[src/rtl/fetch_stage.sv]
// Instruction fetch: owns the PC, keeps one imem request in flight,
// and holds the IF/ID register handed to decode.
module fetch_stage #(
  parameter logic [31:0] RESET_PC  = 32'h0000_0000,
  parameter logic [31:0] NOP_INSTR = 32'h0000_0013
) (
  input  logic        clk,
  input  logic        rst_n,
  input  logic        stall,
  input  logic        flush,
  input  logic [31:0] redirect_pc,
  output logic        imem_req,
  output logic [31:0] imem_addr,
  input  logic        imem_gnt,
  input  logic        imem_rvalid,
  input  logic [31:0] imem_rdata,
  output logic        id_valid,
  output logic [31:0] id_pc,
  output logic [31:0] id_pc_plus4,
  output logic [31:0] id_instr
);

  typedef enum logic [1:0] {
    FETCH = 2'd0,
    WAIT  = 2'd1,
    DROP  = 2'd2
  } state_t;

  state_t      state;
  state_t      state_nx;
  logic [31:0] pc;
  logic [31:0] req_pc;
  logic        buf_valid;
  logic [31:0] buf_pc;
  logic [31:0] buf_instr;
  logic        accept;
  logic        grant;
  logic        resp;

  assign accept      = !stall && !flush;
  assign resp        = (state == WAIT) && imem_rvalid && !flush;
  assign grant       = imem_req && imem_gnt;
  assign imem_addr   = pc;
  assign id_pc_plus4 = id_pc + 32'd4;

  always_ff @(posedge clk or negedge rst_n) begin
    if (!rst_n) state <= FETCH;
    else        state <= state_nx;
  end

  always_comb begin
    state_nx = state;
    unique case (state)
      FETCH: if (grant) state_nx = WAIT;
      WAIT: begin
        if (flush)
          state_nx = imem_rvalid ? FETCH : DROP;
        else if (imem_rvalid)
          state_nx = grant ? WAIT : FETCH;
      end
      DROP:    if (imem_rvalid) state_nx = FETCH;
      default: state_nx = FETCH;
    endcase
  end

  // Re-request in WAIT only when the response is consumed this cycle.
  always_comb begin
    imem_req = 1'b0;
    if (rst_n && !flush && !buf_valid) begin
      unique case (state)
        FETCH:   imem_req = 1'b1;
        WAIT:    imem_req = imem_rvalid && accept;
        default: imem_req = 1'b0;
      endcase
    end
  end

  always_ff @(posedge clk or negedge rst_n) begin
    if (!rst_n) begin
      pc     <= RESET_PC;
      req_pc <= RESET_PC;
    end else begin
      if (flush)      pc <= redirect_pc;
      else if (grant) pc <= pc + 32'd4;
      if (grant) req_pc <= pc;
    end
  end

  always_ff @(posedge clk or negedge rst_n) begin
    if (!rst_n) begin
      buf_valid <= 1'b0;
      buf_pc    <= 32'd0;
      buf_instr <= 32'd0;
    end else if (flush) begin
      buf_valid <= 1'b0;
    end else if (resp && stall) begin
      buf_valid <= 1'b1;
      buf_pc    <= req_pc;
      buf_instr <= imem_rdata;
    end else if (accept) begin
      buf_valid <= 1'b0;
    end
  end

  always_ff @(posedge clk or negedge rst_n) begin
    if (!rst_n) begin
      id_valid <= 1'b0;
      id_pc    <= 32'd0;
      id_instr <= NOP_INSTR;
    end else if (flush) begin
      id_valid <= 1'b0;
      id_pc    <= 32'd0;
      id_instr <= NOP_INSTR;
    end else if (accept) begin
      unique case (1'b1)
        buf_valid: begin
          id_valid <= 1'b1;
          id_pc    <= buf_pc;
          id_instr <= buf_instr;
        end
        resp: begin
          id_valid <= 1'b1;
          id_pc    <= req_pc;
          id_instr <= imem_rdata;
        end
        default: begin
          id_valid <= 1'b0;
          id_pc    <= 32'd0;
          id_instr <= NOP_INSTR;
        end
      endcase
    end
  end

endmodule

[config.mk]
export PLATFORM = sky130hd
export DESIGN_NAME = fetch_stage
export DESIGN_NICKNAME = d
export VERILOG_FILES = /design/src/rtl/fetch_stage.sv
export SDC_FILE = /design/constraint.sdc
export NUM_CORES = 1
export LEC_CHECK = 0
export ABC_AREA = 0
export BUFFER_PORTS_ARGS = -buffer_cell sky130_fd_sc_hd__buf_2
export CAP_MARGIN = 20
export CORE_ASPECT_RATIO = 0.9
export CORE_MARGIN = 4
export CORE_UTILIZATION = 55
export DETAILED_ROUTE_END_ITERATION = 8
export GPL_ROUTABILITY_DRIVEN = 1
export PLACE_DENSITY = 0.81
export SYNTH_ARGS = -nofsm -noshare
export SYNTH_HDL_FRONTEND = slang
export SYNTH_SLANG_ARGS = --single-unit
[constraint.sdc]
create_clock -name clk -period 2.15 [get_ports clk]
set_clock_uncertainty 0.1 [all_clocks]
set_input_delay 0.215 -clock clk [delete_from_list [all_inputs] [get_ports clk]]
set_output_delay 0.215 -clock clk [all_outputs]
set_load 0.005 [all_outputs]
=== Yosys cells after proc, flatten, opt, wreduce, memory -nomap -nowiden ===
Index checks and enable logic that the tools add are counted.

* $add $sub $neg: 2
* Reductions and logical operators: 18
* Equality and inequality tests: 5
* Mux-type cells: 23
* Bitwise gates (word level): 1

{| class="wikitable"
|+ Operators with widths
! operator !! number
|-
| $mux 32 || 6
|-
| $pmux 32 s2 || 2
|-
| $add 32x3->32 const B || 2
|-
| $mux 2 || 5
|-
| $logic_and 1x1->1 || 8
|-
| $mux 1 || 8
|-
| $pmux 2 s3 || 1
|-
| $ne 2x2->1 const B || 2
|-
| $reduce_bool 2->1 || 2
|-
| $logic_not 1->1 || 3
|-
| $ne 3x3->1 const B || 1
|-
| $reduce_and 3->1 || 1
|-
| $reduce_bool 3->1 || 1
|-
| $eq 2x1->1 const B || 1
|-
| $eq 2x2->1 const B || 1
|-
| $logic_not 2->1 || 1
|-
| $pmux 1 s2 || 1
|-
| $reduce_and 2->1 || 1
|-
| $reduce_or 2->1 || 1
|-
| $not 1->1 || 1
|}

* Flip-flop bits (word level): 196

=== Depth between registers and ports, before layout ===
* Depth in word-level cells: 10
* Depth in mapped cells: 7
* Depth with buffers taken out: 6

=== Worst setup path after synthesis ===
No wires, ideal clock.

* Path type: flip-flop to output port
* Start: reg id_pc[2]
* End: out id_pc_plus4[22]
* Stages on the path, launching flop included: 8
* Path slack: 0.226 ns
* Buffers on the path: 1
* Data arrival time: 1.609 ns
* Required time: 1.835 ns
* Cell sequence: dfrtp_1 -> ha_1 -> and4_1 -> and3_1 -> clkbuf_1 -> nand2_1 -> nor3_1 -> xor2_1

* Longest elaborated chain between the ends: 1

{| class="wikitable"
|+ Ends and longest elaborated chain
! what !! RTL line !! text
|-
| from (decl) || 18 || <nowiki>output logic [31:0] id_pc,</nowiki>
|-
| from (signal assigned) || 118 || <nowiki>id_pc <= buf_pc;</nowiki>
|-
| from (signal assigned) || 123 || <nowiki>id_pc <= req_pc;</nowiki>
|-
| $add 32x3->32 || 44 || <nowiki>assign id_pc_plus4 = id_pc + 32'd4;</nowiki>
|-
| to (decl) || 19 || <nowiki>output logic [31:0] id_pc_plus4,</nowiki>
|}

No other way between the ends.

=== Final worst setup path ===
* Start: reg id_pc[3]
* End: out id_pc_plus4[22]

The elaborated chain is that of the path after synthesis.

==> key figures <==
Status
  – Status: complete, but fails checks
  – Violations in the final reports: setup timing

Floorplanning
  – Initial cell density of the core: 0.566
  – # rows: 44
  – I/O pin count: 200
  – Die X: 145 um
  – Core area: ~16000 um2
  – Die Y: roughly 130 um
  – Die area: ~19000 um2

STA
  – Unrepaired setup endpoints after global routing: true
  – Final min period: approximately 2.4 ns
  – Final worst-path cycle share: 1.11
  – Slew Viols, Final: 0
  – Endpoints failing hold: 0
  – Max Clk Rate: approximately 420 MHz
  – Max transition margin: 0.434
  – Slew @ Worst Pin: approximately 0.85 ns
  – Final WS setup: -0.231 ns
  – Final Setup Violations: 18

Logic synthesis
  – Synth Flop Type: dfrtp_1
  – Avg Cell Area, Syn: between 9 and 10 um2
  – Async S/R FF share, synth: 1.00
  – EDFF count, synth: 0
  – Post-Synthesis Net Count: about 1000
  – Netlist Area Pre-Place: about 9000 um2
  – Synth Register Bits: between 150 and 200
  – Post-Synthesis Cells: between 900 and 1000
  – Yosys top cell area share: 0.523
  – Leading area contributor after synthesis: dfrtp_1
  – Seq/Total Area, Yosys: 0.532
  – Synth cell count leaders: dfrtp_1 (193), nand2_1 (137), nor2_1 (136)
  – Yosys warning count: 0
  – Synth area leaders: dfrtp_1 (52%), mux2_2 (8.4%), nand2_1 (5.6%)
  – Unique masters post-synth: between 40 and 50
  – Cell with the most instances after synthesis: dfrtp_1

CTS
  – CTS buffer count: 17
  – Clock Sinks: around 200
  – Clock tree buffer depth: 2
  – H-tree lvl count: 4
  – Skew-Pair Late Insertion Delay: around 0.43 ns
  – TritonCTS clock tree: done
  – Clock Tree Root: clkbuf_16
  – CTS clock-pin slew for the worst setup and hold paths: 0.07 ns

Worst setup path
  – CP Max Fanout: 4
  – R2r setup slk: between 0.15 and 0.2 ns
  – Worst path cell trace: ha_2 -> and4_4 -> and3_4 -> nand2_4 -> nor3_2 -> xor2_1 -> buf_2
  – Kind of critical path: reg -> out
  – R2R cell count: 6
  – Cell family with most CP delay: simple AND/OR/NAND/NOR gates
  – Required @ worst endpoint: between 1.5 and 2 ns
  – CP max stage cell: dfrtp_1
  – RR Startpoint: buf_valid
  – RR Endpoint: imem_addr[11]
  – Type of origin of the critical path: flop
  – WP data arrival: ~2.1 ns
  – CP peak stage delay: ~0.37 ns
  – WP buf/inv: 1
  – Crit. End Element: output port

Drt
  – Vias per inst: approximately 5.6
  – Post-route DRC: 0
  – Starting DRT DRC Count: 560
  – WL final: approximately 25000 um
  – Via count: around 8100
  – Post-route ant nets: 0
  – Post-DR wirelength/cell: 17.6 um
  – TritonRoute pass-1 iters: 5

Cells and area
  – Finished Core Util: 0.745
  – Diode count: 0
  – Area growth syn-to-layout: 31.6%
  – Design Area, Final: between 10000 and 15000 um2
  – Final Non-Filler Cells: approximately 1400
  – Nets: 1282
  – Layout cells sized above 1: 0.330

Worst hold path
  – Hold Path Cell Cnt: 4
  – Worst Hold Class: in -> reg
  – Hold Startpoint: flush
  – Hold Path End: id_instr[1]

Global route
  – Total gr overflow: 0
  – Antenna violations before repair: 0
  – Pin count of the biggest net entering global routing: 165
  – Tot GR Track Use: 0.266
  – Number of global-route vias before repair: about 7900
  – First-pass GRT wire length: between 30000 and 40000 um

Placement
  – Place WS: about 0.11 ns
  – DP HPWL: 15900 um
  – Port Buffer Count: 199
  – Dpl cells: between 1000 and 1500
  – Placed cell areas: 10600 um2
  – Final GP Congestion: 0.841

Pwr
  – Pwr/cell area: 727 nW/um2
  – Static Leak: ~6.0 nW
  – VDD IR max: between 0.5 and 0.6 mV

Run
  – Max-cap violations: 0
## flip-flops by register name (all words and copies together) (netlist names)
| name | count |
|---|---|
| id_pc | 32 |
| imem_addr | 32 |
| id_instr | 32 |
| buf_valid | 1 |
| buf_instr | 32 |
| id_valid | 1 |
| state | 2 |
| req_pc | 32 |
| buf_pc | 32 |
## layout by cell type (no fill, tap or decap), types with 6 or more instances in the layout
| cell type | n |
|---|---|
| a21oi_1 | 60 |
| a221oi_1 | 7 |
| a22oi_1 | 58 |
| and3_1 | 7 |
| buf_2 | 196 |
| buf_4 | 52 |
| clkbuf_16 | 17 |
| dfrtp_1 | 191 |
| dlygate4sd3_1 | 66 |
| inv_1 | 8 |
| mux2_2 | 69 |
| nand2_1 | 134 |
| nand3_1 | 21 |
| nand3_2 | 6 |
| nand4_1 | 16 |
| nor2_1 | 132 |
| o21ai_0 | 24 |
| xnor2_1 | 23 |
| xor2_1 | 22 |
## layout make-up
| cell class | count | area, um2 |
|---|---|---|
| clock buffers | 17 | 425 |
| clock inverters | 15 | 150 |
| well taps | 207 | 259 |
| fillers | 1085 | 4150 |
| inverters | 8 | 30.0 |
| multi-input cells | 665 | 4220 |
| repair buffers | 322 | 2150 |
| flip-flops and latches | 196 | 4910 |
## per-layer routing
metal,track usage,vias up,wire length [um]
met3,0.0622,37,1860
met5,0,-,0
li1,-,3798,-
met4,0.0801,0,397
met1,0.368,3888,10800
met2,0.425,338,12100
## report_power, final
group,switching (W),internal [W]
Sequential,0.000380,0.00418
Combinational,0.000566,0.000604
Clock,0.00146,0.00163
Total,0.00241,0.00642
## timing repair
item,4_1_cts,5_1_grt
setup endpoints to repair,18,22
hold buffers,66,0
endpoints found under the hold margin,101,0
gates cloned,0,0
gates resized for setup,19,26
pin swaps,7,21
setup buffers,4,6
## how the worst max path moves through the flow
| stage | slack [ns] | depth (start not counted) | end | start |
|---|---|---|---|---|
| 6_report | -0.23 | 7 | id_pc_plus4[22] | id_pc[3] |
| 5_1_grt | -0.28 | 7 | id_pc_plus4[30] | id_pc[2] |
| 4_1_cts | -0.16 | 7 | id_pc_plus4[30] | id_pc[2] |
| 3_5_place_dp | 0.11 | 7 | id_pc_plus4[22] | id_pc[2] |
| 3_3_place_gp | 0.13 | 7 | id_pc_plus4[22] | id_pc[2] |
| 2_1_floorplan | 0.23 | 7 | id_pc_plus4[22] | id_pc[2] |
## metrics by stage
| step | total power (W) | hold slack, ns | setup TNS (ns) |
|---|---|---|---|
| 6_report | 0.00883 | 0.149 | -1.77 |
| 5_1_grt | 0.00924 | 0.154 | -3.54 |
| 2_1_floorplan | 0.00517 | -0.181 | 0 |
| 3_3_place_gp | 0.00561 | 0.206 | 0 |
| 4_1_cts | 0.00887 | 0.135 | -1.28 |
| 3_5_place_dp | 0.00568 | 0.204 | 0 |
## worst reg2reg max path, delay by kind of cell, from the launching register on
| kind | cells | cell delay (ns) |
|---|---|---|
| buffers and inverters | 1 | 0.20 |
| xor gates and xnor gates | 1 | 0.20 |
| AOI/OAI and AO/OA | 2 | 0.45 |
| and+or+nand+nor | 2 | 0.45 |
| DFF | 1 | 0.43 |
## cells by family (layout without fill, tap and decap cells)
group	Yosys count	in the layout	share of synthesized area
xor gates and xnor gates	50	50	0.0475
buffers and inverters	70	362	0.0313
and+or+nand+nor	378	378	0.188
muxes	70	70	0.0853
AOI/OAI and AO/OA	165	165	0.113
adders and majority gates	2	2	0.00271
DFF	196	196	0.532
Power figures use the tool's default switching activity.
